**src/rtl/regfile_stack.sv**
```systemverilog
// regfile_stack: register file with a program counter, a link register and a
// hardware LIFO. The LIFO holds both data words and return addresses.
//
// Ports
//   clk, rst          rising-edge clock, synchronous active-high reset
//   addr              register address for read, write, push and pop
//   wr_en, csrc       register write enable and write-source select
//                     (0 data_in, 1 literal, 2 ambain, 3 datacee)
//   data_in, literal, ambain, datacee
//                     write sources; the low PC_W bits of literal are also
//                     the call/jump target
//   cpc, ceenz        PC control (0 hold, 1 inc, 2 skip-if-clear, 3 jump)
//                     and the skip condition
//   call, ret, push, pop, eint
//                     control strobes
//   data_out          combinational read of word[addr]
//   regs              words 0..7 flattened, word 0 in the LSBs
//   pc, lnk, sp       program counter, link register, stack occupancy
//   stk_full, stk_empty
//                     combinational occupancy flags
//   stk_err           sticky stack fault flag (cleared only by reset)
//   in_isr            interrupt service active
module regfile_stack #(
    parameter int unsigned     DATA_W    = 8,
    parameter int unsigned     ADDR_W    = 5,
    parameter int unsigned     PC_W      = 8,
    parameter int unsigned     STK_DEPTH = 8,
    parameter logic [PC_W-1:0] RESET_PC  = PC_W'(0),
    parameter logic [PC_W-1:0] INT_VEC   = PC_W'(249)
) (
    input  logic                             clk,
    input  logic                             rst,
    input  logic [ADDR_W-1:0]                addr,
    input  logic                             wr_en,
    input  logic [1:0]                       csrc,
    input  logic [DATA_W-1:0]                data_in,
    input  logic [DATA_W-1:0]                literal,
    input  logic [DATA_W-1:0]                ambain,
    input  logic [DATA_W-1:0]                datacee,
    input  logic [1:0]                       cpc,
    input  logic                             ceenz,
    input  logic                             call,
    input  logic                             ret,
    input  logic                             push,
    input  logic                             pop,
    input  logic                             eint,
    output logic [DATA_W-1:0]                data_out,
    output logic [8*DATA_W-1:0]              regs,
    output logic [PC_W-1:0]                  pc,
    output logic [PC_W-1:0]                  lnk,
    output logic [$clog2(STK_DEPTH+1)-1:0]   sp,
    output logic                             stk_full,
    output logic                             stk_empty,
    output logic                             stk_err,
    output logic                             in_isr
);

    localparam int unsigned NWORDS = 1 << ADDR_W;
    localparam int unsigned SP_W   = $clog2(STK_DEPTH + 1);
    localparam int unsigned IDX_W  = $clog2(STK_DEPTH);
    localparam int unsigned STK_W  = (DATA_W > PC_W) ? DATA_W : PC_W;

    logic [DATA_W-1:0] rf  [NWORDS];
    logic [STK_W-1:0]  stk [STK_DEPTH];

    logic [DATA_W-1:0] wr_data;
    logic              eint_req;
    logic [2:0]        n_ops;
    logic              single;
    logic              do_eint;
    logic              do_call;
    logic              do_ret;
    logic              do_push;
    logic              do_pop;
    logic              fault;
    logic [STK_W-1:0]  top_val;
    logic [STK_W-1:0]  below_val;
    logic [PC_W-1:0]   pc_inc;
    logic [PC_W-1:0]   pc_seq;
    logic [PC_W-1:0]   pc_nxt;
    logic [PC_W-1:0]   lnk_nxt;
    logic              isr_nxt;
    logic              stk_wr;
    logic              stk_rd;
    logic [STK_W-1:0]  stk_wr_val;

    // Occupancy flags and read ports
    assign stk_empty = (sp == SP_W'(0));
    assign stk_full  = (sp == SP_W'(STK_DEPTH));
    assign data_out  = rf[addr];

    for (genvar g = 0; g < 8; g++) begin : g_regs
        if (g < NWORDS) begin : g_word
            assign regs[g*DATA_W +: DATA_W] = rf[g];
        end else begin : g_zero
            assign regs[g*DATA_W +: DATA_W] = '0;
        end
    end

    // Top and second-from-top entries; zero when not present
    always_comb begin
        top_val   = '0;
        below_val = '0;
        if (!stk_empty) begin
            top_val = stk[IDX_W'(sp - SP_W'(1))];
        end
        if (sp >= SP_W'(2)) begin
            below_val = stk[IDX_W'(sp - SP_W'(2))];
        end
    end

    // Write-source mux
    always_comb begin
        wr_data = data_in;
        case (csrc)
            2'd0:    wr_data = data_in;
            2'd1:    wr_data = literal;
            2'd2:    wr_data = ambain;
            default: wr_data = datacee;
        endcase
    end

    // Sequential PC target used whenever no flow-control stack op succeeds
    always_comb begin
        pc_inc = pc + PC_W'(1);
        pc_seq = pc;
        case (cpc)
            2'd0:    pc_seq = pc;
            2'd1:    pc_seq = pc_inc;
            2'd2:    pc_seq = ceenz ? pc_inc : pc + PC_W'(2);
            default: pc_seq = PC_W'(literal);
        endcase
    end

    // Stack-op arbitration: two or more requested ops perform none of them;
    // a lone op that would overflow or underflow is dropped as a fault.
    always_comb begin
        eint_req = eint && !in_isr;
        n_ops    = 3'(eint_req) + 3'(call) + 3'(ret) + 3'(push) + 3'(pop);
        single   = (n_ops == 3'd1);

        do_eint  = single && eint_req && !stk_full;
        do_call  = single && call     && !stk_full;
        do_ret   = single && ret      && !stk_empty;
        do_push  = single && push     && !stk_full;
        do_pop   = single && pop      && !stk_empty;

        fault    = (n_ops > 3'd1) ||
                   (single && (eint_req || call || push) && stk_full) ||
                   (single && (ret || pop) && stk_empty);
    end

    // Next PC, link, ISR state and stack port
    always_comb begin
        pc_nxt     = pc_seq;
        lnk_nxt    = lnk;
        isr_nxt    = in_isr;
        stk_wr     = 1'b0;
        stk_rd     = 1'b0;
        stk_wr_val = '0;

        if (do_eint) begin
            pc_nxt     = INT_VEC;
            lnk_nxt    = pc;
            isr_nxt    = 1'b1;
            stk_wr     = 1'b1;
            stk_wr_val = STK_W'(pc);
        end else if (do_call) begin
            pc_nxt     = PC_W'(literal);
            lnk_nxt    = pc_inc;
            stk_wr     = 1'b1;
            stk_wr_val = STK_W'(pc_inc);
        end else if (do_ret) begin
            pc_nxt     = PC_W'(top_val);
            lnk_nxt    = PC_W'(below_val);
            isr_nxt    = 1'b0;
            stk_rd     = 1'b1;
        end else if (do_push) begin
            stk_wr     = 1'b1;
            stk_wr_val = STK_W'(rf[addr]);
        end else if (do_pop) begin
            stk_rd     = 1'b1;
        end
    end

    // State registers
    always_ff @(posedge clk) begin
        if (rst) begin
            for (int i = 0; i < int'(NWORDS); i++) begin
                rf[ADDR_W'(i)] <= '0;
            end
            for (int i = 0; i < int'(STK_DEPTH); i++) begin
                stk[IDX_W'(i)] <= '0;
            end
            pc      <= RESET_PC;
            lnk     <= '0;
            sp      <= '0;
            stk_err <= 1'b0;
            in_isr  <= 1'b0;
        end else begin
            pc     <= pc_nxt;
            lnk    <= lnk_nxt;
            in_isr <= isr_nxt;
            if (fault) begin
                stk_err <= 1'b1;
            end
            if (stk_wr) begin
                stk[IDX_W'(sp)] <= stk_wr_val;
                sp              <= sp + SP_W'(1);
            end else if (stk_rd) begin
                sp <= sp - SP_W'(1);
            end
            // A successful pop takes the write port from wr_en
            if (do_pop) begin
                rf[addr] <= DATA_W'(top_val);
            end else if (wr_en) begin
                rf[addr] <= wr_data;
            end
        end
    end

endmodule

```
**config.mk**
```make
export PLATFORM = sky130hd
export DESIGN_NAME = regfile_stack
export DESIGN_NICKNAME = d
export VERILOG_FILES = /design/src/rtl/regfile_stack.sv
export SDC_FILE = /design/constraint.sdc
export NUM_CORES = 1
export LEC_CHECK = 0
export BUFFER_PORTS_ARGS = -buffer_cell sky130_fd_sc_hd__buf_2
export CORE_MARGIN = 2
export CORE_UTILIZATION = 29
export DETAILED_ROUTE_END_ITERATION = 10
export GPL_ROUTABILITY_DRIVEN = 1
export PLACE_DENSITY = 0.53
export SYNTH_ARGS = -nofsm -noshare
export SYNTH_HDL_FRONTEND = slang
export SYNTH_SLANG_ARGS = --single-unit
```
**constraint.sdc**
```tcl
create_clock -name clk -period 6.08 [get_ports clk]
set_input_delay 0 -clock clk [delete_from_list [all_inputs] [get_ports clk]]
set_output_delay 0 -clock clk [all_outputs]
set_load 0.005 [all_outputs]
```
Yosys cells after proc, flatten, opt, wreduce, memory -nomap -nowiden
Memory sizes are Yosys's and may differ from the RTL's.
Cells that the tools add are included.
Storage, ports and cells
  memories kept: 2
  bits in writable memories: 320
  register bits: 22
  output and inout port bits: 96
  logic and storage cells: 109
  input bits: 50
Operators by class
  $lt $le $gt $ge: 2
  reduce and logical (&&, ||, !) cells: 33
  bitwise operators: 1
  equality and inequality tests: 9
  multiplexer cells: 47
  add/sub/neg operators: 9
Memories
  rf: depth 32, width 8, read ports 9, clocked after Yosys merged registers in 0, write ports 32, RTL line 63  | logic [DATA_W-1:0] rf [NWORDS];
  stk: depth 8, width 8, read ports 2, clocked after Yosys merged registers in 0, write ports 8, RTL line 64  | logic [STK_W-1:0] stk [STK_DEPTH];
Operators with widths (number)
  two-way mux 8 bit: 16
  case mux 8 bit (3 select lines): 2
  two-way mux 1 bit: 25
  OR reduction 8 bit: 2
  logical AND 1 bit: 15
  adder 8 x 1 -> 8 bit (second input constant): 1
  adder 8 x 2 -> 8 bit (second input constant): 1
  two-way mux 4 bit: 2
  adder 3 x 1 -> 3 bit: 2
  logical OR 1 bit: 5
  two-way mux 5 bit: 1
  adder 4 x 1 -> 4 bit (second input constant): 1
  equality test 2 x 1 -> 1 bit (second input constant): 2
  equality test 2 bit (second input constant): 2
  equality test 4 bit (second input constant): 1
  >= comparator 4 x 2 -> 1 bit (second input constant): 1
  logical NOT 2 bit: 2
  logical NOT 4 bit: 1
  != test 4 bit (second input constant): 1
  nonzero test 2 bit: 2
  subtractor 4 x 1 -> 4 bit (second input constant): 1
  adder 2 x 1 -> 3 bit: 1
  equality test 3 x 1 -> 1 bit (second input constant): 1
  greater-than comparator 3 x 1 -> 1 bit (second input constant): 1
  other kinds (10): 12

Depth between registers and ports, before layout
Gate-level depths: netlist of the first run.
  word-level depth: 18
  depth in mapped cells: 15
  depth with buffers taken out: 11

Least setup slack after synthesis of the first run
OpenSTA, ideal clock, no wires.
  path type: register to register
  start point: reg sp[0]
  end point: mem rf[10][7] (data pin)
  path buffers: 6
  cell stages (with the launch flop): 13
  setup slack: 2.587 ns
  setup time: 0.265 ns
  data required time: 5.815 ns
  period minus slack after synthesis: 3.493 ns
  arrival: 3.228 ns
  cell sequence: dfxtp_1 > buf_2 > buf_4 > buf_2 > inv_1 > ha_1 > buf_2 > buf_1 > mux4_2 > a22o_1 > mux2i_1 > clkbuf_1 > nor2_1
RTL lines
  from (decl): RTL line 51  | output logic [$clog2(STK_DEPTH+1)-1:0] sp,
  from (signal assigned): RTL line 209  | sp <= sp + SP_W'(1);
  from (signal assigned): RTL line 211  | sp <= sp - SP_W'(1);
  to (decl): RTL line 63

==> metrics, run 1 <==
Worst-Skew Late Latency 540 ps; global-route wire length before repair 78.0 mm; Finished Cell Area 0.0196 mm^2; Post-synth EDFFs 320; Final #Nets 1486; unrepaired setup endpoints after global routing no; initial drt markers 1299; clock slew at reported path FFs 60 ps; met1 wire length 23.2 mm; ys flop type edfxtp_1; metal3 WL 3.35 mm; Synth Register Bits 342; Avg Cell Area, Syn 13.0 um^2; post-synthesis compound-gate area fraction 0.0616; post-synthesis sequential area ratio 0.599; dpl cells 2138; fin crit share 0.781; critical path required time 6250 ps; Post-CTS Resized 0; PD cells 350 mW/mm^2; highest clock rate 211 MHz; fin cells 2213; Root Driver clkbuf_16; Starting Density 0.292; largest family of logic cells by synthesized area multiplexers; synth top area cells edfxtp_1, mux4_2, nor2_1; fin util 0.340; RD Place Congestion 0.847; Worst VDD drop 0.225 mV; 1st-pass router iterations 5; Port Buffers 145; share of cells above drive strength 1 0.249; Hold Buf Count CTS 8; Rows 88; Post-DP Area 0.0184 mm^2; mux cell area share after synthesis 0.151; Synth Area in Simple Gates 0.143; MaxCap Viol Count 0; Setup Viol. Count Final 0; Clock Sinks 342; XOR/XNOR Fraction of Synth Area 0.00463; hold crit path type in -> reg; asr flop ratio synth 0; initial antenna violation count 3; vias in the first global route 11500; pin count of the biggest net entering global routing 46; Vias/cell 5.24; die height 244 um; I/O pin cnt 146; DRC Markers 0; CP max-delay cell nor4_2; top-area cell type share of the netlist area 0.573; Storage cell area 0.0101 mm^2; Setup Skew 24.7 ps; full die area 0.0598 mm^2; Rel. slew slack 0.115; Post-Synthesis Cells 1292; startpoint types flip-flop; via count 11600; Distinct cells, synth 71; max-slew violations 0; Syn-to-layout area delta 16.7%; CTS Buf Count 37; Critical Path Max Stage Delay 710 ps; highest metal used met4; dpl hpwl 37.0 mm; Filler cells 5669; Worst Setup End Kind flip-flop; CTS Buffer Depth 3; static leakage 0.00683 uW; CP Class reg -> reg; met2 WL 24.8 mm; Netlist Area Pre-Place 0.0168 mm^2; status complete, no violations; Worst-Margin Slew 1330 ps; CTS tree built; synth warn 0; Crit Path Max Fanout 12; final setup TNS 0 ps; min Tclk post-route 4750 ps; Post-CTS Setup Repair Bufs 0; post-synthesis adder-cell area fraction 0.0128; worst path cell trace nor2b_1 > inv_1 > fa_1 > inv_1 > ha_1 > nor3_1 > buf_4 > a31oi_1 > nor4_2 > buf_4 > nand2_1 > nand2b_1; Chip Width 244 um; total global-route track usage 0.175; total wire length 52.7 mm; Final Hold Vio Count 0; Data arrival, critical path 4920 ps; Routed WL per cell 23.8 um; area of the multi-input gates 0.00636 mm^2; Synth area leader edfxtp_1; synthesized net count 1358; core area 0.0575 mm^2; H-tree depth 2; post-route antenna net violation count 0; Fin Hold WS 10.9 ps; gr ovfl total 0
==> cells by family after synthesis <==
| group | count (synthesis) |
|---|---|
| DFF | 342 |
| and+or+nand+nor | 545 |
| buffers and inverters | 110 |
| muxes | 122 |
| adders and majority gates | 16 |
| xor gates and xnor gates | 8 |
| AOI/OAI and AO/OA | 149 |
==> critical path, delay by kind of cell (launching register included) <==
| family | cells | cell delay [ps] |
|---|---|---|
| compound gates | 1 | 320 |
| fa+ha+maj | 2 | 730 |
| buf+inv | 4 | 880 |
| flops | 1 | 320 |
| simple gates | 5 | 2140 |
==> path summary, 6_finish.rpt <==
check / startpoint / end / slack [ps] / cells after the start
worst min-delay path: pop / stk_err / 10 / 5
worst max-delay path: in_isr / rf[24][7] / 1330 / 12
worst max register to register: in_isr / rf[24][7] / 1330 / 12
worst min register to register: stk_err / stk_err / 460 / 2
==> cells in the mapped netlist (5+ instances only) <==
cell and instances:
a21o_1 6, a21oi_1 29, a22oi_1 39, a31oi_1 5
and3b_1 5, buf_1 6, buf_2 28, clkbuf_1 53
dfxtp_1 22, edfxtp_1 320, ha_1 14, inv_1 18
mux2i_1 16, mux4_2 104, nand2_1 50, nand2_2 7
nand2b_1 43, nand3_1 14, nand4_1 12, nor2_1 369
nor3_1 17, o21ai_0 26, o22ai_1 5, xnor2_1 6
==> where the power goes <==
group	internal, uW	total [uW]	leakage [uW]	switching [uW]
Sequential	2700	2820	0.00349	119
Combinational	624	1910	0.00279	1290
Clock	1190	2120	0.000551	928
==> layout make-up <==
cell class / count / share of cell area
Multi-Input combinational cell: 840 / 0.325
Inverter: 19 / 0.00390
Clock inverter: 21 / 0.00684
Antenna cell: 1 / 0.000128
Clock buffer: 45 / 0.0499
Sequential cell: 342 / 0.514
Tap cell: 765 / 0.0489
Timing Repair Buffer: 180 / 0.0518
==> cell usage in the layout, fill, tap and decap left out, types with 6 or more instances in the layout <==
cell type / instances
clkbuf_16: 38
a21o_1: 6
a22oi_1: 39
dlygate4sd3_1: 8
mux2i_1: 13
nor2_1: 369
inv_1: 18
o21ai_0: 26
nand2_2: 7
a21oi_1: 24
edfxtp_1: 320
xnor2_1: 6
nor3_1: 17
ha_1: 14
clkbuf_1: 7
nand2b_1: 43
nand3_1: 14
dfxtp_1: 21
buf_4: 29
nand2_1: 50
mux4_2: 104
nand4_1: 12
buf_2: 143
clkinv_1: 9
clkinv_2: 9
==> per-stage QoR <==
stage	power (uW)	worst slack, ps
floorplan	4000	2590
global placement	4780	1560
detailed placement	4790	1420
CTS	6900	1410
global route	7130	1160
finish	6850	1330
==> state kept, by name (all words and copies together), names as in the netlist <==
register	flops
lnk	8
stk	64
rf	256
stk_err	1
pc	8
in_isr	1
sp	4
==> routing by layer <==
metal | GRT usage | up-vias
met5 | 0 | -
met4 | 0.0502 | 0
met3 | 0.0291 | 68
met2 | 0.280 | 480
met1 | 0.246 | 5970
li1 | - | 5087
No activity file was read; power rests on OpenSTA's default activity.
==> inputs of run 2 (changes only) <==
Clock period 6.08 ns to 4.9 ns, I/O delays scaled along.
==> run 2 against run 1 <==
Clock-buffer cell count down 6. Via count rose by 1.2%. Critical path depth grew 1. Largest power group unchanged. Fmax grew 17%. Sequential power grew 24%. Routed wire length decreased by 0.56%. Power is 31% higher.
==> metrics, run 2 (synthesized netlist as in run 1, its figures left out) <==
vias in the first global route 11600 (+0.46%); Worst Setup End Kind flip-flop; Rows 88 (unchanged); startpoint types flip-flop; post-route antenna net violation count 0 (unchanged); clock slew at reported path FFs 60 ps (about the same); CTS tree built; 1st-pass router iterations 6 (+1); Filler cells 5664 (-0.088%); Biggest register rf; Worst VDD drop 0.269 mV (+19%); dpl hpwl 36.6 mm (-0.98%); R2R cell count 13 (+1); core area 0.0575 mm^2 (unchanged); critical path required time 5170 ps (-1080 ps); static leakage 0.00696 uW (+2.0%); H-tree depth 2 (unchanged); min Tclk post-route 4040 ps (-703 ps); total global-route track usage 0.173 (-0.00264); max reg flops 256 (unchanged); Starting Density 0.292 (unchanged); Routed WL per cell 23.6 um (-0.96%); fin cells 2222 (+0.41%); status complete, no violations; leading cell types in the layout, fill and taps excluded nor2_1, edfxtp_1, buf_2; Worst-Skew Late Latency 560 ps (+20 ps); CP Class reg -> reg; Rel. slew slack 0.266 (+0.152); Vias/cell 5.29 (+0.82%); via count 11700 (+1.2%); Data arrival, critical path 4310 ps (-610 ps); Chip Width 244 um (unchanged); PD cells 452 mW/mm^2 (+29%); Port Buffers 145 (unchanged); PnR Total Power 8990 uW (+31%); initial drt markers 1249 (-3.8%); M1 GR Usage 0.233 (-0.0135); Final Hold Vio Count 0 (unchanged); max-slew violations 0 (unchanged); die height 244 um (unchanged); R2R Path End stk[7][1]; # diodes 0 (-1); Setup Viol. Count Final 0 (unchanged); RD Place Congestion 0.900 (+6.2%); share of cells above drive strength 1 0.257 (+0.00790); CP endpoint stk[7][1]; Post-CTS Resized 0 (unchanged); FF-to-FF Start in_isr; Setup Skew 14.9 ps (-9.84 ps); grt peak-use layer met2; Final #Nets 1494 (+0.54%); commonest non-fill, non-tap cell in the layout nor2_1; Hold Buf Count CTS 10 (+2); final setup TNS 0 ps (unchanged); initial antenna violation count 3 (unchanged); Root Driver clkbuf_16; DRC Markers 0 (unchanged); R2R Setup Slk 860 ps (-480 ps); fin util 0.346 (+0.00533); gr ovfl total 0 (unchanged); MaxCap Viol Count 0 (unchanged); full die area 0.0598 mm^2 (unchanged); I/O pin cnt 146 (unchanged); global-route wire length before repair 76.6 mm (-1.8%); Clock Sinks 342 (unchanged); Crit Path Max Fanout 14 (+2); dpl cells 2143 (+0.23%); Global Route met3 Usage 0.0363 (+0.00724); Largest regs rf (256), stk (64); pin count of the biggest net entering global routing 69 (+50%); unrepaired setup endpoints after global routing no; Worst-Margin Slew 1100 ps (-227 ps); Post-CTS Setup Repair Bufs 0 (unchanged); fin crit share 0.825 (+0.0445); hold crit path type in -> reg; CTS Buffer Depth 3 (unchanged); CTS Buf Count 38 (+2.7%); critical path launch point in_isr; highest clock rate 247 MHz (+17%); met2 GRT Util 0.271 (-0.00902); total wire length 52.4 mm (-0.56%); Syn-to-layout area delta 18.5%
run 2: layer usage:
layer	part of all wire	wire (um)	vias to the layer above
li1	-	-	5105
met1	0.42	22000	6029
met2	0.46	24300	508
met3	0.076	3990	102
met4	0.040	2110	4
met5	0.00055	29	-
run 2: area by class of cell:
cell class	count	area, um^2	share of cell area
tap	765	957	0.0482
timing repair buffer	187	1080	0.0545
clock buffer	39	955	0.0480
multi-input combinational	840	6360	0.320
sequential	342	10100	0.506
clock inverter	30	395	0.0199
inverter	19	76.3	0.00384
run 2: metrics by stage:
step | instance area, um^2 | worst slack, ps | hold slack, ps
finish | 19900 | 857 | 93.9
detailed placement | 18400 | 865 | 357
global route | 19900 | 502 | 90.6
floorplan | 16800 | 1410 | 182
CTS | 19900 | 948 | 57.3
global placement | 18400 | 886 | 348
run 2: worst min-delay path by stage:
stage | start | to | cells past startpoint
after floorplan | literal[6] | pc[6] | 2
after global placement | literal[6] | pc[6] | 3
after detailed placement | literal[6] | pc[6] | 3
after CTS | push | stk_err | 5
after global routing | literal[0] | pc[0] | 3
final | push | stk_err | 5
run 2: critical path, cell delays in order, from the launching register on:
cell	delay [ps]
dfxtp_1	320
nor2b_1	130
buf_4	180
inv_1	140
fa_1	440
inv_1	80
ha_1	240
nor3_1	270
buf_4	240
nand3_1	440
nor2_1	370
nor2_1	80
a21oi_1	710
nor2_1	100
run 2: power breakdown:
part           switching, uW  total, uW  internal (uW)
logic                   1570       2380            802
registers                152       3510           3360
clock network           1240       3110           1860
==> inputs of run 3 (changes only) <==
Clock period 4.9 ns to 3.8 ns, I/O delays scaled along.
==> run 3 against run 2 <==
Sequential power rose by 28%. Power is 29% higher. Sequential cell count stayed put. Routed wire length rose by 0.14%. Worst setup slack got worse by 600 ps. Critical endpoint is now rf[19][3].
==> metrics, run 3 (synthesized netlist as in run 1, its figures left out) <==
highest clock rate 283 MHz; startpoint types input pin; core area 0.0575 mm^2 (unchanged); RD Place Congestion 0.885 (-1.6%); Chip Width 244 um (unchanged); Starting Density 0.292 (unchanged); CTS Buf Count 37 (-2.6%); DRC Markers 0 (unchanged); Largest regs rf (256), stk (64); Biggest register rf; static leakage 0.00721 uW (+3.5%); Worst VDD drop 0.507 mV (+89%); Worst-Margin Slew 901 ps (-200 ps); met2 GRT Util 0.281 (+0.0104); CTS Buffer Depth 3 (unchanged); Crit path max-delay family buffers and inverters; Final Hold Vio Count 0 (unchanged); Crit Path Max Fanout 12 (-2); initial antenna violation count 1 (-2); Syn-to-layout area delta 21.1%; Post-CTS Resized 0 (unchanged); post-route antenna net violation count 0 (unchanged); PD cells 570 mW/mm^2 (+26%); final setup TNS 0 ps (unchanged); CTS tree built; dpl hpwl 36.8 mm (+0.53%); initial drt markers 1305 (+4.5%); Clock Sinks 342 (unchanged); Vias/cell 5.17 (-2.2%); PnR Total Power 11600 uW (+29%); worst path cell trace dlygate4sd3_1 > buf_2 > inv_1 > fa_1 > fa_1 > inv_1 > ha_1 > nor3_1 > buf_4 > a31oi_1 > nor4bb_2 > buf_4 > nand2_1 > nand2b_1; Global Route met3 Usage 0.0289 (-0.00746); max reg flops 256 (unchanged); share of cells above drive strength 1 0.283 (+0.0256); unrepaired setup endpoints after global routing no; Root Driver clkbuf_16; commonest non-fill, non-tap cell in the layout nor2_1; hold crit path type in -> reg; Final #Nets 1548 (+3.6%); total wire length 52.5 mm (+0.14%); Rows 88 (unchanged); MaxCap Viol Count 0 (unchanged); fin util 0.353 (+0.00740); Worst Setup End Kind flip-flop; global-route wire length before repair 77.3 mm (+0.88%); die height 244 um (unchanged); Fin Hold WS 66.1 ps (-27.8 ps); Critical Path Max Stage Delay 540 ps (-170 ps); total global-route track usage 0.174 (+0.00125); Bufs and invs on worst path 6 (+2); Setup Viol. Count Final 0 (unchanged); gr ovfl total 0 (unchanged); grt peak-use layer met2; via count 11800 (+0.14%); critical path required time 4000 ps (-1170 ps); Setup Skew 27.2 ps (+12.4 ps); status complete, no violations; Post-CTS Setup Repair Bufs 0 (unchanged); # diodes 0 (unchanged); Rel. slew slack 0.396 (+0.130); CP Class in -> reg; Port Buffers 145 (unchanged); min Tclk post-route 3540 ps; pin count of the biggest net entering global routing 52 (-25%); max-slew violations 0 (unchanged); CP max-delay cell dlygate4sd3_1; leading cell types in the layout, fill and taps excluded nor2_1, edfxtp_1, buf_2; I/O pin cnt 146 (unchanged); clock slew at reported path FFs 60 ps (about the same); 1st-pass router iterations 5 (-1); H-tree depth 2 (unchanged); Routed WL per cell 23.1 um (-2.1%); vias in the first global route 11700 (+0.83%); M1 GR Usage 0.240 (+0.00698); fin crit share 0.931; full die area 0.0598 mm^2 (unchanged); Worst-Skew Late Latency 560 ps (about the same); Data arrival, critical path 3740 ps (-570 ps); Hold Buf Count CTS 9 (-1)
run 3: worst paths after layout:
| check | startpoint | endpoint | slack [ps] | depth (start not counted) |
|---|---|---|---|---|
| worst min register to register | stk_err | stk_err | 490 | 2 |
| worst max-delay path | ret | rf[19][3] | 260 | 14 |
| worst max register to register | in_isr | rf[19][3] | 380 | 12 |
| worst min-delay path | literal[0] | pc[0] | 70 | 3 |
run 3: area by class of cell:
type                    instances  area (um^2)
clock buffers                  43          970
clock inverters                23          283
fillers                      5628        37200
inverters                      19         76.3
multi-input cells             840         6360
flip-flops and latches        342        10100
well taps                     765          957
repair buffers                242         1610
run 3: worst register-to-register path, delay by kind of cell (launching register included):
| kind | cells | cell delay, ps |
|---|---|---|
| simple gates | 5 | 1140 |
| fa+ha+maj | 2 | 650 |
| buf+inv | 4 | 640 |
| flops | 1 | 320 |
| compound gates | 1 | 320 |
run 3: through the flow:
stage                     worst slack [ps]  instances  cell area, um^2
after global placement                 302       2199            19000
after global routing                  76.4       2274            20300
after floorplan                        307       1292            16800
after CTS                              254       2274            20300
final                                  261       2274            20300
after detailed placement               254       2199            19000
run 3: where the power goes:
group | switching [uW] | internal [uW] | leakage (uW)
sequential | 169 | 4330 | 0.00349
clock | 1580 | 2200 | 0.000610
combinational | 2100 | 1200 | 0.00311
total | 3840 | 7730 | 0.00721
run 3: per-layer routing:
metal  share of wire  routed length, um
met1            0.43              22500
met2            0.48              25100
met3           0.064               3380
met4           0.027               1430
met5               0                  0
